==> src/rtl/mul4_issue_ctrl_pkg.sv <==
`default_nettype none
// ============================================================================
// Module      : mul4_issue_ctrl_pkg
// Description : Shared types and defaults for the 4x4 multiplier issue
//               controller: FSM state encoding, operand-pair record and
//               default queue depth / timeout budget.
// Revision    : 1.0 - initial release
// ============================================================================
package mul4_issue_ctrl_pkg;

    localparam int c_default_depth   = 4;
    localparam int c_default_timeout = 15;
    // Timeout counter width; wide enough for the largest legal TIMEOUT (255).
    localparam int c_tmo_w           = 8;

    typedef enum logic [2:0] {
        ST_IDLE    = 3'd0,
        ST_START   = 3'd1,
        ST_WAIT_LO = 3'd2,
        ST_WAIT_HI = 3'd3,
        ST_OUT     = 3'd4
    } state_t;

    typedef struct packed {
        logic [3:0] a;
        logic [3:0] b;
    } opnd_pair_t;

endpackage : mul4_issue_ctrl_pkg
`default_nettype wire

==> src/rtl/mul4_opq.sv <==
`default_nettype none
// ============================================================================
// Module      : mul4_opq
// Description : Flop-based FIFO of operand pairs feeding the issue FSM.
//               A push is taken only when not full, so a push/pop pair
//               offered while full never overwrites the head entry.
// Ports       : blif_clk_net / blif_reset_net  clock, async active-low reset
//               push_valid/push_ready/push_data  write side (ready = not full)
//               pop / pop_data / empty          read side (pop only if !empty)
// Revision    : 1.0 - initial release
// ============================================================================
module mul4_opq
    import mul4_issue_ctrl_pkg::*;
#(
    parameter int DEPTH = c_default_depth
) (
    input  logic       blif_clk_net,
    input  logic       blif_reset_net,
    input  logic       push_valid,
    output logic       push_ready,
    input  opnd_pair_t push_data,
    input  logic       pop,
    output opnd_pair_t pop_data,
    output logic       empty
);

    localparam int                 c_ptr_w    = $clog2(DEPTH);
    localparam int                 c_cnt_w    = $clog2(DEPTH) + 1;
    localparam logic [c_cnt_w-1:0] c_full_cnt = c_cnt_w'(DEPTH);

    opnd_pair_t         r_mem [DEPTH];
    logic [c_ptr_w-1:0] r_wr_ptr;
    logic [c_ptr_w-1:0] r_rd_ptr;
    logic [c_cnt_w-1:0] r_count;

    logic w_full;
    logic w_push;
    logic w_pop;

    assign w_full     = (r_count == c_full_cnt);
    assign empty      = (r_count == '0);
    assign push_ready = ~w_full;
    assign w_push     = push_valid & ~w_full;
    assign w_pop      = pop & ~empty;
    assign pop_data   = r_mem[r_rd_ptr];

    generate
        for (genvar i = 0; i < DEPTH; i++) begin : g_entry
            always_ff @(posedge blif_clk_net or negedge blif_reset_net) begin
                if (!blif_reset_net) begin
                    r_mem[i] <= '0;
                end else if (w_push && (r_wr_ptr == c_ptr_w'(i))) begin
                    r_mem[i] <= push_data;
                end
            end
        end
    endgenerate

    // Pointers are exactly log2(DEPTH) wide, so wrap is the natural overflow.
    always_ff @(posedge blif_clk_net or negedge blif_reset_net) begin
        if (!blif_reset_net) begin
            r_wr_ptr <= '0;
            r_rd_ptr <= '0;
            r_count  <= '0;
        end else begin
            if (w_push) begin
                r_wr_ptr <= r_wr_ptr + c_ptr_w'(1);
            end
            if (w_pop) begin
                r_rd_ptr <= r_rd_ptr + c_ptr_w'(1);
            end
            case ({w_push, w_pop})
                2'b10:   r_count <= r_count + c_cnt_w'(1);
                2'b01:   r_count <= r_count - c_cnt_w'(1);
                default: r_count <= r_count;
            endcase
        end
    end

endmodule : mul4_opq
`default_nettype wire

==> src/rtl/mul4_issue_ctrl.sv <==
`default_nettype none
// ============================================================================
// Module      : mul4_issue_ctrl
// Description : Queues 4-bit operand pairs and issues them one at a time to
//               an external 4x4 shift-add multiplier, handling its START /
//               READY handshake, a per-operation timeout and result
//               back-pressure.
// Ports       : blif_clk_net, blif_reset_net   clock, async active-low reset
//               in_valid/in_ready/in_a/in_b     operand input stream
//               mul_start/mul_a/mul_b           command to the multiplier
//               mul_ready/mul_p                 status/product from multiplier
//               res_valid/res_ready/res_p       product output stream
//               err_timeout                     sticky abort flag
//               busy                            FSM active or queue non-empty
// Revision    : 1.0 - initial release
// ============================================================================
module mul4_issue_ctrl
    import mul4_issue_ctrl_pkg::*;
#(
    parameter int DEPTH   = c_default_depth,
    parameter int TIMEOUT = c_default_timeout
) (
    input  logic       blif_clk_net,
    input  logic       blif_reset_net,
    input  logic       in_valid,
    output logic       in_ready,
    input  logic [3:0] in_a,
    input  logic [3:0] in_b,
    output logic       mul_start,
    output logic [3:0] mul_a,
    output logic [3:0] mul_b,
    input  logic       mul_ready,
    input  logic [7:0] mul_p,
    output logic       res_valid,
    input  logic       res_ready,
    output logic [7:0] res_p,
    output logic       err_timeout,
    output logic       busy
);

    // The wait budget is spent on the cycle whose count equals TIMEOUT-1;
    // the counter then lands on TIMEOUT as the abort is registered.
    localparam logic [c_tmo_w-1:0] c_tmo_last = c_tmo_w'(TIMEOUT - 1);

    state_t             r_state;
    state_t             w_state_nxt;
    logic [c_tmo_w-1:0] r_tmo_cnt;
    logic [3:0]         r_mul_a;
    logic [3:0]         r_mul_b;
    logic [7:0]         r_res_p;
    logic               r_err_timeout;

    logic       w_q_empty;
    opnd_pair_t w_q_head;
    opnd_pair_t w_q_in;
    logic       w_pop;
    logic       w_capture;
    logic       w_abort;
    logic       w_tmo_clr;
    logic       w_tmo_inc;

    assign w_q_in = '{a: in_a, b: in_b};

    mul4_opq #(
        .DEPTH (DEPTH)
    ) u_opq (
        .blif_clk_net   (blif_clk_net),
        .blif_reset_net (blif_reset_net),
        .push_valid     (in_valid),
        .push_ready     (in_ready),
        .push_data      (w_q_in),
        .pop            (w_pop),
        .pop_data       (w_q_head),
        .empty          (w_q_empty)
    );

    always_comb begin
        w_state_nxt = r_state;
        w_pop       = 1'b0;
        w_capture   = 1'b0;
        w_abort     = 1'b0;
        w_tmo_clr   = 1'b0;
        w_tmo_inc   = 1'b0;
        case (r_state)
            ST_IDLE: begin
                if (!w_q_empty) begin
                    w_pop       = 1'b1;
                    w_state_nxt = ST_START;
                end
            end
            ST_START: begin
                w_tmo_clr   = 1'b1;
                w_state_nxt = ST_WAIT_LO;
            end
            ST_WAIT_LO: begin
                // READY still high here belongs to the previous product.
                w_tmo_inc = 1'b1;
                if (r_tmo_cnt == c_tmo_last) begin
                    w_abort     = 1'b1;
                    w_state_nxt = ST_IDLE;
                end else if (!mul_ready) begin
                    w_state_nxt = ST_WAIT_HI;
                end
            end
            ST_WAIT_HI: begin
                // A product arriving on the last budgeted cycle is still kept.
                w_tmo_inc = 1'b1;
                if (mul_ready) begin
                    w_capture   = 1'b1;
                    w_state_nxt = ST_OUT;
                end else if (r_tmo_cnt == c_tmo_last) begin
                    w_abort     = 1'b1;
                    w_state_nxt = ST_IDLE;
                end
            end
            ST_OUT: begin
                if (res_ready) begin
                    w_state_nxt = ST_IDLE;
                end
            end
            default: begin
                w_state_nxt = ST_IDLE;
            end
        endcase
    end

    always_ff @(posedge blif_clk_net or negedge blif_reset_net) begin
        if (!blif_reset_net) begin
            r_state <= ST_IDLE;
        end else begin
            r_state <= w_state_nxt;
        end
    end

    always_ff @(posedge blif_clk_net or negedge blif_reset_net) begin
        if (!blif_reset_net) begin
            r_mul_a       <= '0;
            r_mul_b       <= '0;
            r_res_p       <= '0;
            r_err_timeout <= 1'b0;
            r_tmo_cnt     <= '0;
        end else begin
            // Operands only change on a pop, so they stay put for the whole
            // START..WAIT_HI window of the operation they belong to.
            if (w_pop) begin
                r_mul_a <= w_q_head.a;
                r_mul_b <= w_q_head.b;
            end
            if (w_capture) begin
                r_res_p <= mul_p;
            end
            if (w_abort) begin
                r_err_timeout <= 1'b1;
            end
            if (w_tmo_clr) begin
                r_tmo_cnt <= '0;
            end else if (w_tmo_inc) begin
                r_tmo_cnt <= r_tmo_cnt + c_tmo_w'(1);
            end
        end
    end

    assign mul_start   = (r_state == ST_START);
    assign mul_a       = r_mul_a;
    assign mul_b       = r_mul_b;
    assign res_valid   = (r_state == ST_OUT);
    assign res_p       = r_res_p;
    assign err_timeout = r_err_timeout;
    assign busy        = (r_state != ST_IDLE) || !w_q_empty;

endmodule : mul4_issue_ctrl
`default_nettype wire

==> config.mk <==
export PLATFORM = sky130hd
export DESIGN_NAME = mul4_issue_ctrl
export DESIGN_NICKNAME = d
export VERILOG_FILES = /design/src/rtl/mul4_issue_ctrl_pkg.sv /design/src/rtl/mul4_opq.sv /design/src/rtl/mul4_issue_ctrl.sv
export SDC_FILE = /design/constraint.sdc
export NUM_CORES = 1
export LEC_CHECK = 0
export CAP_MARGIN = 25
export CORE_ASPECT_RATIO = 0.5
export CORE_MARGIN = 5
export CORE_UTILIZATION = 45
export CTS_CLUSTER_DIAMETER = 100
export DETAILED_ROUTE_END_ITERATION = 7
export PLACE_DENSITY = 0.82
export RECOVER_POWER = 50
export SLEW_MARGIN = 10
export SYNTH_ARGS = -nofsm -noshare
export SYNTH_HDL_FRONTEND = slang
export SYNTH_SLANG_ARGS = --single-unit
==> constraint.sdc <==
create_clock -name blif_clk_net -period 2.3 [get_ports blif_clk_net]
set_clock_uncertainty 0.2 [all_clocks]
set_input_delay 0.345 -clock blif_clk_net [delete_from_list [all_inputs] [get_ports blif_clk_net]]
set_output_delay 0.345 -clock blif_clk_net [all_outputs]
set_load 0.02 [all_outputs]
==> flow_metrics.py, run 1 <==
metrics = {
    "critical_path": {
        "ff2ff_setup_slack_ps": 90,
        "worstPathRequired_ps": 2340,
        "critPathLaunch": "u_opq.r_count[0]",
        "rr_startpoint": "u_opq.r_count[0]",
        "r2r_end": "u_opq.r_count[2]",
        "worst-setup-path-type": "reg -> reg",
        "start_kind": "flop",
        "arrival_ps": 2260,
        "crit_fanout": 3,
        "worstSetupEndpointType": "flop",
        "reg2reg_depth": 8,
        "slowest_delay_ps": 410,
        "crit_chain": "or3_4, nand2_4, inv_1, ha_4, fa_2, xnor2_2, nor2_1, xor2_1",
        "slowest_stage": "or3_4",
    },
    "hold_path": {
        "worstHoldEndpoint": "err_timeout",
        "min_from": "err_timeout",
        "hold_path_depth": 2,
        "hold_class": "reg -> reg",
    },
    "clock_tree": {
        "clkLatencyLatePin_ps": 330,
        "cts_sinks": 67,
        "root_buffer": "clkbuf_16",
        "cts_buffers": 9,
        "cts_htree_levels": 3,
        "cts_tree": "built",
        "clockBufferDepth": 2,
        "clkTransAtPathRegs_ps": 50,
    },
    "route": {
        "drtAntennaViolNets": 0,
        "via_per_inst": 5.34,
        "first_pass_iters": 4,
        "drt_iter0_drc": 106,
        "drc": 0,
        "wirelength_mm": 6.30,
        "vias": 1937,
        "wl_per_cell_um": 17.4,
    },
    "place": {
        "dpl.cell_count": 345,
        "pre_cts_ws_ps": 18.5,
        "io_buffers": 41,
        "place.detailed.hpwl_mm": 3.99,
        "placed_area_mm2": 0.00362,
        "place_congestion": 0.755,
    },
    "synthesis": {
        "synth_warnings": 0,
        "synthFlopType": "dfrtp_1",
        "synthesis.nets": 238,
        "ys_ff_latch": 67,
        "synth_commonest_cells": "67 x dfrtp_1, 50 x mux2_2, 9 x nand2_1, 8 x inv_1, 8 x mux4_2",
        "synth_top_area_share": 0.550,
        "yosysTopAreaCell": "dfrtp_1",
        "synth_edf_count": 0,
        "synth-seq-area-share": 0.550,
        "ys_types": 35,
        "syn_area_mm2": 0.00305,
        "syn_inst": 209,
        "yosysMostFrequentCell": "dfrtp_1",
        "synth_area_leaders": "dfrtp_1 55%, mux2_2 18%, mux4_2 5.9%",
        "async_flop_share": 1.00,
        "avgSynthCellArea_um2": 14.6,
    },
    "timing": {
        "relSlewSlack": 0.403,
        "setup-violations-final": 0,
        "worst_pin_slew_ps": 896,
        "finalMaxSlewViolations": 0,
        "finalCritPeriodShare": 0.962,
        "fin_crit_ps": 2210,
        "max_freq_ghz": 0.452,
        "worst_slack_ps": 86.4,
        "hold_viol": 0,
        "hold_ws_ps": 291,
    },
    "flow_run": {
        "drv_cap": 0,
    },
    "floorplan": {
        "die_w_um": 126,
        "die_h_um": 68.2,
        "rows": 21,
        "start_util": 0.461,
        "ios": 42,
        "dieArea_mm2": 0.00862,
        "core_area_mm2": 0.00662,
    },
    "finish": {
        "drive_above_1_share": 0.347,
        "postLayoutCoreUtil": 0.591,
        "final_cells": 363,
        "fin_nets": 295,
        "antenna_cells": 0,
        "final_area_mm2": 0.00392,
        "syn_to_final_growth_pct": 28.4,
        "fillers": 518,
    },
    "power_and_ir_drop": {
        "p_leak_nw": 1.68,
        "peakVddDrop_mv": 0.537,
        "p_per_area_mw_per_mm2": 1500,
    },
    "grt": {
        "grt_max_degree": 68,
        "grt_pass1_wl_mm": 10.6,
        "antenna_found_initial": 0,
        "grt_use_total": 0.160,
        "gr-total-overflow": 0,
        "grt_pass1_vias": 2063,
    },
    "run_status": {
        "outcome": "finished clean",
    },
}
-- cells in the final DEF, fill, tap and decap left out, types with 3 or more instances in the layout --
master and count:
buf_4 8, clkbuf_16 9, clkdlybuf4s50_1 36, clkinv_4 3, dfrtp_1 67, ha_1 6, inv_1 8, mux2_2 50
mux4_2 8, nand2_1 10, nand3_1 5, nand3_4 4, nor2_1 3, o211ai_1 3, o21ai_0 6, o31ai_1 3
xnor2_1 4
-- area by class of cell --
cell class              instances  area (um^2)  share of cell area
flip-flops and latches         67         1680               0.428
inverters                       8         30.0             0.00767
multi-input cells             128         1320               0.338
clock buffers                  11          243              0.0620
repair buffers                 52          489               0.125
clock inverters                 5         38.8             0.00990
well taps                      92          115              0.0294
-- sequential cells by signal, summed over array words and instances (netlist names) --
signal / cells
mul_b: 4
u_opq.r_rd_ptr: 2
u_opq.r_wr_ptr: 2
u_opq.r_mem: 32
r_tmo_cnt: 8
r_state: 3
res_p: 8
mul_a: 4
u_opq.r_count: 3
err_timeout: 1
-- cell families after synthesis --
family	Yosys count	share of synthesized area
flops	67	0.550
mux	59	0.247
simple gates	36	0.0841
compound gates	19	0.0419
buf+inv	14	0.0242
fa+ha+maj	8	0.0353
xor+xnor	6	0.0172
-- power by group --
part / internal (mW) / switching (mW)
Combinational: 1.38 / 1.07
Sequential: 1.76 / 0.404
Clock: 0.761 / 0.494
Total: 3.90 / 1.96
-- routing by layer --
metal	share of wire	routed length, um	GRT usage
met1	0.41	2610	0.184
met2	0.53	3350	0.293
met3	0.035	222	0.0390
met4	0.018	113	0.0695
met5	0	0	0
-- stage by stage --
stage	TNS, ps	total power [mW]
2_1_floorplan	0	3.73
3_3_place_gp	0	4.37
3_5_place_dp	0	4.53
4_1_cts	0	5.87
5_1_grt	-17.7	6.21
6_report	0	5.86
-- timing repair --
| action | 4_1_cts | 5_1_grt |
|---|---|---|
| setup endpoints to repair | 3 | 4 |
| resized for setup | 3 | 5 |
| hold buffers | 1 | 0 |
| setup buffers | 0 | 1 |
| endpoints found under the hold margin | 67 | 0 |
| pin swaps | 1 | 4 |
-- worst max-delay path by stage --
stage / endpoint / slack [ps] / cells past startpoint
3_3_place_gp: u_opq.r_count[2] / 60 / 7
5_1_grt: u_opq.r_count[2] / -20 / 8
2_1_floorplan: u_opq.r_count[2] / 20 / 8
3_5_place_dp: u_opq.r_count[2] / 20 / 7
4_1_cts: u_opq.r_count[2] / 20 / 8
6_report: u_opq.r_count[2] / 90 / 8
-- worst max-delay path, delay by kind of cell (launching register included) --
kind                     cells  cell delay, ps
buffers and inverters        1              60
XOR/XNOR                     2             290
adder cells (fa/ha/maj)      2             570
flip-flops                   1             390
AND/OR/NAND/NOR              3             610
(Power assumes the default switching activity.)
==> inputs of run 2 (changes only) <==
--- a/config.mk
+++ b/config.mk
@@ -5,6 +5,7 @@
 export SDC_FILE = /design/constraint.sdc
 export NUM_CORES = 1
 export LEC_CHECK = 0
+export ABC_CLOCK_PERIOD_IN_PS = 2300
 export CAP_MARGIN = 25
 export CORE_ASPECT_RATIO = 0.5
 export CORE_MARGIN = 5
@@ -16,4 +17,5 @@
 export SLEW_MARGIN = 10
 export SYNTH_ARGS = -nofsm -noshare
 export SYNTH_HDL_FRONTEND = slang
+export SYNTH_HIERARCHICAL = 1
 export SYNTH_SLANG_ARGS = --single-unit
==> run 2 against run 1 <==
Against the previous run: critical path depth grew 1; worst setup slack worse by 72 ps; sequential cell count stayed put; via count rose by 1.9%; sequential power hardly changed; synthesized area increased by 6.4%.
==> flow_metrics.py, run 2 <==
metrics = {
    "finish": {
        "drive_above_1_share": 0.382,
        "syn_to_final_growth_pct": 27.5,
        "layout_commonest_cell": "dfrtp_1",
        "final_cells": 372,
        "fillers": 497,
        "antenna_cells": 0,
        "fin_nets": 304,
        "largest_register_ffs": 32,
        "final_area_mm2": 0.00413,
        "largest_register": "u_opq/r_mem",
        "layout_common_cells": "66 x dfrtp_1, 36 x clkdlybuf4s50_1, 32 x mux2_4",
    },
    "power_and_ir_drop": {
        "p_leak_nw": 1.81,
        "p_int_mw": 4.40,
        "clkPwrFrac": 0.227,
        "p_per_area_mw_per_mm2": 1550,
        "peakVddDrop_mv": 0.519,
        "p_sw_frac": 0.315,
        "p_sw_mw": 2.03,
        "pwr-share-comb": 0.432,
        "sequentialPowerShare": 0.340,
    },
    "synthesis": {
        "synthesis.nets": 245,
        "synth_commonest_cells": "67 x dfrtp_1, 32 x mux2_4, 19 x mux2_2",
        "synthFlopType": "dfrtp_1",
        "synth_area_leaders": "dfrtp_1 52%, mux2_4 15%, mux2_2 6.6%",
        "yosysMostFrequentCell": "dfrtp_1",
        "synth_warnings": 6,
        "async_flop_share": 1.00,
        "ys_types": 38,
        "synth_top_area_share": 0.517,
        "syn_area_mm2": 0.00324,
        "avgSynthCellArea_um2": 15.0,
        "synth_edf_count": 0,
        "ys_ff_latch": 67,
        "syn_inst": 216,
        "synth-seq-area-share": 0.517,
        "yosysTopAreaCell": "dfrtp_1",
    },
    "clock_tree": {
        "cts_tree": "built",
        "clkTransAtPathRegs_ps": 50,
        "clockBufferDepth": 2,
        "root_buffer": "clkbuf_16",
        "cts_buffers": 9,
        "cts_htree_levels": 3,
        "clkLatencyLatePin_ps": 330,
        "cts_sinks": 67,
    },
    "hold_path": {
        "hold_class": "reg -> reg",
        "hold_path_depth": 1,
    },
    "route": {
        "via_per_inst": 5.30,
        "wl_per_cell_um": 17.3,
        "first_pass_iters": 4,
        "drc": 0,
        "vias": 1973,
        "drt_iter0_drc": 116,
        "wirelength_mm": 6.44,
        "drtAntennaViolNets": 0,
    },
    "timing": {
        "hold_viol": 0,
        "worst_pin_slew_ps": 893,
        "max_freq_ghz": 0.438,
        "finalCritPeriodShare": 0.994,
        "fin_crit_ps": 2290,
        "finalMaxSlewViolations": 0,
        "rsz0062_at_grt": "yes",
        "relSlewSlack": 0.405,
        "setup-violations-final": 0,
    },
    "critical_path": {
        "crit_fanout": 2,
        "reg2reg_depth": 9,
        "start_kind": "flop",
        "worstPathRequired_ps": 2340,
        "worstSetupEndpointType": "flop",
        "arrival_ps": 2330,
        "worst-setup-path-type": "reg -> reg",
    },
    "place": {
        "io_buffers": 41,
        "place_congestion": 0.751,
        "placed_area_mm2": 0.00381,
        "dpl.cell_count": 353,
        "place.detailed.hpwl_mm": 4.34,
    },
    "floorplan": {
        "start_util": 0.475,
        "rows": 21,
        "core_area_mm2": 0.00683,
        "die_w_um": 130,
        "die_h_um": 70.0,
        "ios": 42,
        "dieArea_mm2": 0.00911,
    },
    "grt": {
        "grt_max_degree": 68,
        "grt_use_total": 0.151,
        "grt_pass1_vias": 2132,
        "grt_pass1_wl_mm": 10.8,
        "antenna_found_initial": 0,
        "gr-total-overflow": 0,
    },
    "run_status": {
        "outcome": "finished clean",
    },
    "flow_run": {
        "drv_cap": 0,
    },
}
## run 2: repair_timing
| action | 4_1_cts | 5_1_grt |
|---|---|---|
| resized for setup | 6 | 4 |
| pin swaps | 3 | 5 |
| hold buffers | 1 | 0 |
| setup endpoints to repair | 4 | 2 |
| hold endpoints to repair | 67 | 0 |
| setup buffers | 0 | 2 |
## run 2: cells by family (layout without fill, tap and decap cells)
family / after synthesis / count (layout) / share of synthesized area
flops: 67 / 67 / 0.517
simple gates: 37 / 37 / 0.0787
xor+xnor: 6 / 6 / 0.0162
mux: 60 / 60 / 0.273
buf+inv: 18 / 82 / 0.0397
fa+ha+maj: 8 / 8 / 0.0332
compound gates: 20 / 20 / 0.0424
## run 2: per-layer routing
metal / vias to the layer above / wire length [um] / GRT usage
met3: 15 / 276 / 0.0419
met5: - / 0 / 0
met1: 1016 / 2730 / 0.181
met2: 51 / 3320 / 0.257
li1: 891 / - / -
met4: 0 / 119 / 0.0622
## run 2: final cells by class
class,count,area (um^2),area share
Clock buffer,12,246,0.0596
Clock inverter,4,73.8,0.0179
Inverter,8,30.0,0.00726
Multi-Input combinational cell,131,1450,0.352
Sequential cell,67,1680,0.406
Tap cell,92,115,0.0278
Timing Repair Buffer,58,537,0.130
## run 2: worst max-delay path, cell delays in order, from the launching register on
cell and delay [ps]:
dfrtp_1 380, or3_4 420, nor2_8 100, o31a_4 160
ha_4 140, inv_2 40, fa_2 320, xor2_1 140
nor2_1 130, xor2_1 170
## run 2: path summary, 6_finish.rpt
| kind | startpoint | to | slack [ps] |
|---|---|---|---|
| worst max-delay path | r_state[0] | u_opq/r_count[2] | 10 |
| worst min-delay path | err_timeout | err_timeout | 270 |
| worst max register to register | r_state[0] | u_opq/r_count[2] | 10 |
| worst min register to register | err_timeout | err_timeout | 270 |
| max in group asynchronous | blif_reset_net | r_state[2] | 670 |
| min in group asynchronous | blif_reset_net | u_opq/r_mem[25] | 580 |
## run 2: power by group through the flow
stage	Combinational [mW]	Sequential (mW)	Clock (mW)
floorplan	1.88	2.23	0
global placement	2.68	2.12	0
detailed placement	2.78	2.18	0
CTS	2.81	2.18	1.49
global route	2.96	2.26	1.54
finish	2.78	2.19	1.46
## run 2: stage by stage
step	TNS [ps]	setup WS (ps)	utilization	power [mW]	hold WS (ps)
3_3_place_gp	0	45.8	0.558	4.80	182
4_1_cts	0	1.64	0.606	6.47	279
3_5_place_dp	-53.6	-53.6	0.558	4.95	189
2_1_floorplan	-107	-107	-	4.12	-151
5_1_grt	-49.7	-49.7	0.605	6.76	296
6_report	0	14.4	0.605	6.42	273
